$ cat src/rtl/fifo_drain_arbiter.sv
// Round-robin read-side scheduler draining up to BURST_MAX words per grant from
// NUM_CH show-ahead FIFOs into one registered valid/ready output stage.
module fifo_drain_arbiter #(
  parameter  int NUM_CH     = 4,
  parameter  int DATA_WIDTH = 8,
  parameter  int BURST_MAX  = 4,
  localparam int CH_W       = $clog2(NUM_CH)
) (
  input  logic                         clk,
  input  logic                         rst_n,
  input  logic                         enable,
  input  logic [NUM_CH-1:0]            ch_empty,
  input  logic [NUM_CH*DATA_WIDTH-1:0] ch_rd_data,
  output logic [NUM_CH-1:0]            ch_rd_en,
  output logic [DATA_WIDTH-1:0]        out_data,
  output logic [CH_W-1:0]              out_ch,
  output logic                         out_valid,
  input  logic                         out_ready,
  output logic                         busy,
  output logic [CH_W-1:0]              grant_ch
);

  localparam int BEAT_W = $clog2(BURST_MAX + 1);

  typedef enum logic {
    S_IDLE,
    S_BURST
  } state_e;

  state_e                  state_q;
  logic [CH_W-1:0]         grant_q;
  logic [BEAT_W-1:0]       beat_q;
  logic [DATA_WIDTH-1:0]   out_data_q;
  logic [CH_W-1:0]         out_ch_q;
  logic                    out_valid_q;

  logic [NUM_CH-1:0]       req;
  logic                    sel_found;
  logic [CH_W-1:0]         sel_ch;
  logic                    grant_empty;
  logic [DATA_WIDTH-1:0]   grant_data;
  logic                    pop;
  logic                    last_beat;

  assign req = ~ch_empty;

  // Circular search starting one past the last grant, so a channel that just
  // finished a burst is considered last.
  // NOTE: every always_comb output gets a default first so no path leaves it
  // unassigned, which would otherwise infer a latch.
  always_comb begin
    sel_found = 1'b0;
    sel_ch    = grant_q;
    for (int k = 1; k <= NUM_CH; k++) begin
      if (!sel_found && req[(int'(grant_q) + k) % NUM_CH]) begin
        sel_found = 1'b1;
        sel_ch    = CH_W'((int'(grant_q) + k) % NUM_CH);
      end
    end
  end

  always_comb begin
    grant_empty = 1'b1;
    grant_data  = '0;
    for (int i = 0; i < NUM_CH; i++) begin
      if (CH_W'(i) == grant_q) begin
        grant_empty = ch_empty[i];
        grant_data  = ch_rd_data[i*DATA_WIDTH +: DATA_WIDTH];
      end
    end
  end

  // A word may be popped whenever the output register is empty or being emptied.
  assign pop       = (state_q == S_BURST) && !grant_empty && (!out_valid_q || out_ready);
  assign last_beat = (beat_q == BEAT_W'(BURST_MAX - 1));

  always_comb begin
    ch_rd_en = '0;
    for (int i = 0; i < NUM_CH; i++) begin
      if (CH_W'(i) == grant_q) ch_rd_en[i] = pop;
    end
  end

  // NOTE: all state is updated with non-blocking assignments so every register
  // samples pre-edge values regardless of statement order.
  always_ff @(posedge clk or negedge rst_n) begin
    if (!rst_n) begin
      state_q     <= S_IDLE;
      grant_q     <= CH_W'(NUM_CH - 1);
      beat_q      <= '0;
      out_data_q  <= '0;
      out_ch_q    <= '0;
      out_valid_q <= 1'b0;
    end else begin
      if (pop) begin
        out_data_q  <= grant_data;
        out_ch_q    <= grant_q;
        out_valid_q <= 1'b1;
      end else if (out_valid_q && out_ready) begin
        out_valid_q <= 1'b0;
      end

      case (state_q)
        S_IDLE: begin
          if (enable && sel_found) begin
            grant_q <= sel_ch;
            beat_q  <= '0;
            state_q <= S_BURST;
          end
        end
        S_BURST: begin
          if (pop) beat_q <= beat_q + BEAT_W'(1);
          // Ends on the final beat, or as soon as the granted FIFO runs dry
          // (including before any beat, which still advances the pointer).
          if ((pop && last_beat) || grant_empty) state_q <= S_IDLE;
        end
        default: state_q <= S_IDLE;
      endcase
    end
  end

  assign out_data  = out_data_q;
  assign out_ch    = out_ch_q;
  assign out_valid = out_valid_q;
  assign busy      = (state_q == S_BURST);
  assign grant_ch  = grant_q;

endmodule

$ cat config.mk
export PLATFORM = sky130hd
export DESIGN_NAME = fifo_drain_arbiter
export DESIGN_NICKNAME = d
export VERILOG_FILES = /design/src/rtl/fifo_drain_arbiter.sv
export SDC_FILE = /design/constraint.sdc
export NUM_CORES = 1
export LEC_CHECK = 0
export BUFFER_PORTS_ARGS = -buffer_cell sky130_fd_sc_hd__buf_2
export CAP_MARGIN = 30
export CORE_ASPECT_RATIO = 1.2
export CORE_MARGIN = 2
export CORE_UTILIZATION = 52
export DETAILED_ROUTE_END_ITERATION = 8
export HOLD_SLACK_MARGIN = 0.1
export PLACE_DENSITY = 0.95
export RECOVER_POWER = 100
export SLEW_MARGIN = 20
export SYNTH_ARGS = -nofsm -noshare
export SYNTH_HDL_FRONTEND = slang
export SYNTH_SLANG_ARGS = --single-unit
$ cat constraint.sdc
create_clock -name clk -period 6.8 [get_ports clk]
set_input_delay 0.68 -clock clk [delete_from_list [all_inputs] [get_ports clk]]
set_output_delay 0.68 -clock clk [all_outputs]
set_load 0.01 [all_outputs]
==> out/qor.yml <==
outcome: "complete, but fails checks"
violations: "capacitance limit, slew limit"
path_clk_slew_ns: 0.11
start_util_pct: 55.0
multi_input_area_um2: 840
die_y_um: 60.9
post-route-util_pct: 64.7
grt_pass1_vias: 1237
die_w_um: 51.4
criticalPathCategory: "reg -> out"
period_needed_ns: 5.00
p_total_mw: 0.755
power_density_nw_per_um2: 457
drive_gt1_share_pct: 33.2
final_common_cell: "buf_2"
wl_per_cell_um: 14.4
start_kind: "flip-flop"
grt_usage_pct: 22.2
final_hold_viol_count: 0
avgSynthCellArea_um2: 9.67
cts_tree: "built"
dp_worst_setup_slack_ns: 3.36
grt_pass1_wl_um: 5290
via_per_inst: 5.65
arrival_ns: 4.32
syn_to_final_growth_pct: 17.7
setup-tns-final_ns: 0
rsz0062_at_grt: "false"
synth_cell_types: 39
antenna_cells: 0
final_nets: 243
synth_area_leaders: "dfrtp_1, a21oi_1, mux2_2, ha_1, a22o_1"
layout_setup_ws_ns: 1.80
pwr-share-comb_pct: 67.4
seqPwrFrac_pct: 25.5
skew_ns: 0.00755
r2r_setup_slack_ns: 2.60
post_cts_buffers: 0
final_antenna_net_count: 0
fillers: 212
synth_edf_count: 0
end_kind: "primary output"
syn_nets: 191
routed_wl_um: 3300
drv_slew: 17
p_int_mw: 0.416
cts_root_buf: "clkbuf_4"
firstDrtPassIters: 4
hold_path.class: "in -> async"
first_iter_violations: 47
grt_max_degree: 22
crit_start: "grant_ch[0]"
regToRegStartpoint: "grant_ch[0]"
pin_count: 58
cap_violations: 1
synth_seq_cells: 17
mostFrequentLayoutCells: "buf_2, a21oi_1, nand2_1, dfrtp_1, clkbuf_1"
async_flop_share_pct: 100
gp_congestion: 0.886
htreeDepth: 1
clock_latency_ns: 0.29
reg2reg_depth: 5
worst-path-max-fanout: 21
worst_pin_slew_ns: 2.28
synth_warnings: 0
cts_buffer_depth: 2
critPathRequiredTime_ns: 6.12
hpwl_um: 2500
vdd_drop_max_uv: 266
synth_cells: 145
cts.sinks: 17
rr_endpoint: "out_ch[1]"
ff_latch_area_um2: 428
p_switching_mw: 0.339
synth_area_leader_cell: "dfrtp_1"
antenna_found_initial: 0
drc: 0
syn_area_um2: 1400
rows: 20
cts-buffers-inserted: 3
swShare_pct: 44.9
yosysSeqAreaShare_pct: 30.5
yosysTopAreaCellShare_pct: 26.8
finalCritPeriodShare_pct: 73.6
port_buffers: 57
p_leak_nw: 0.801
die-area_um2: 3130
cts_hold_buf: 0
relSlewSlack_pct: -53.4
cts_resized: 0
max_clock_freq_ghz: 0.200
clock_power_share_pct: 7.2
grt-ovfl-total: 0
finalSetupViolCount: 0
vias: 1293
coreArea_um2: 2550
synth_flop_cell: "dfrtp_1"
==> area by class of cell <==
class | count | area share, %
well taps | 33 | 2.50
clock buffers | 3 | 1.36
flip-flops and latches | 17 | 25.9
repair buffers | 57 | 16.3
multi-input cells | 106 | 50.9
clock inverters | 1 | 0.303
inverters | 12 | 2.73
==> cells in the mapped netlist, types with 2 or more instances <==
cell,count
mux2_4,4
mux2_2,7
nor2_1,2
o21ai_0,10
nand2_1,15
buf_6,5
mux4_2,3
mux2i_1,2
clkbuf_1,2
ha_1,6
and2_1,4
buf_2,3
dfrtp_1,15
nand2b_1,2
nor2b_1,2
a22o_1,8
dfstp_2,2
a21oi_1,21
inv_1,12
==> how the worst max path moves through the flow <==
stage / endpoint / slack [ns] / cells after the start
after floorplan: ch_rd_en[0] / 4.03 / 9
after global placement: ch_rd_en[1] / 3.49 / 6
after detailed placement: ch_rd_en[1] / 3.36 / 6
after CTS: ch_rd_en[1] / 3.02 / 6
after global routing: ch_rd_en[1] / 1.41 / 6
final: ch_rd_en[1] / 1.80 / 6
==> logic make-up (layout without fill, tap and decap cells) <==
group	count (synthesis)	in the layout	synth area share (%)
adder cells (fa/ha/maj)	6	6	5.35
multiplexers	17	17	18.0
AO/OA/AOI/OAI	47	47	21.0
AND/OR/NAND/NOR	36	36	16.3
buffers and inverters	22	73	8.83
flip-flops	17	17	30.5
==> sequential cells by signal (all words and copies together) (netlist names) <==
register   cells
busy           1
beat_q         3
out_ch         2
grant_ch       2
out_data       8
out_valid      1
==> metal layers <==
| layer | share of wire, % | global-route usage [%] |
|---|---|---|
| met1 | 41 | 26.4 |
| met2 | 50 | 42.5 |
| met3 | 8.4 | 2.71 |
| met4 | 0.36 | 4.89 |
| met5 | 0 | 0 |
==> worst max-delay path: stages (launching register included) <==
cell and delay [ns]:
dfstp_1 0.82, ha_1 0.68, nand3b_1 0.21, nand3_1 0.13, nor3_1 1.78, and2_0 0.26, buf_2 0.15
==> power by group through the flow <==
| stage | combinational [mW] | clock (mW) | sequential, mW |
|---|---|---|---|
| after floorplan | 0.424 | 0 | 0.201 |
| after global placement | 0.506 | 0 | 0.193 |
| after detailed placement | 0.520 | 0 | 0.194 |
| after CTS | 0.523 | 0.0567 | 0.193 |
| after global routing | 0.562 | 0.0603 | 0.200 |
| final | 0.509 | 0.0541 | 0.192 |
==> through the flow <==
stage	hold slack (ns)	instance area, µm²	instances
floorplan	0.384	1400	145
global placement	0.485	1650	225
detailed placement	0.492	1650	225
CTS	0.297	1680	229
global route	0.537	1650	229
finish	0.498	1650	229
(Power assumes the default switching activity.)
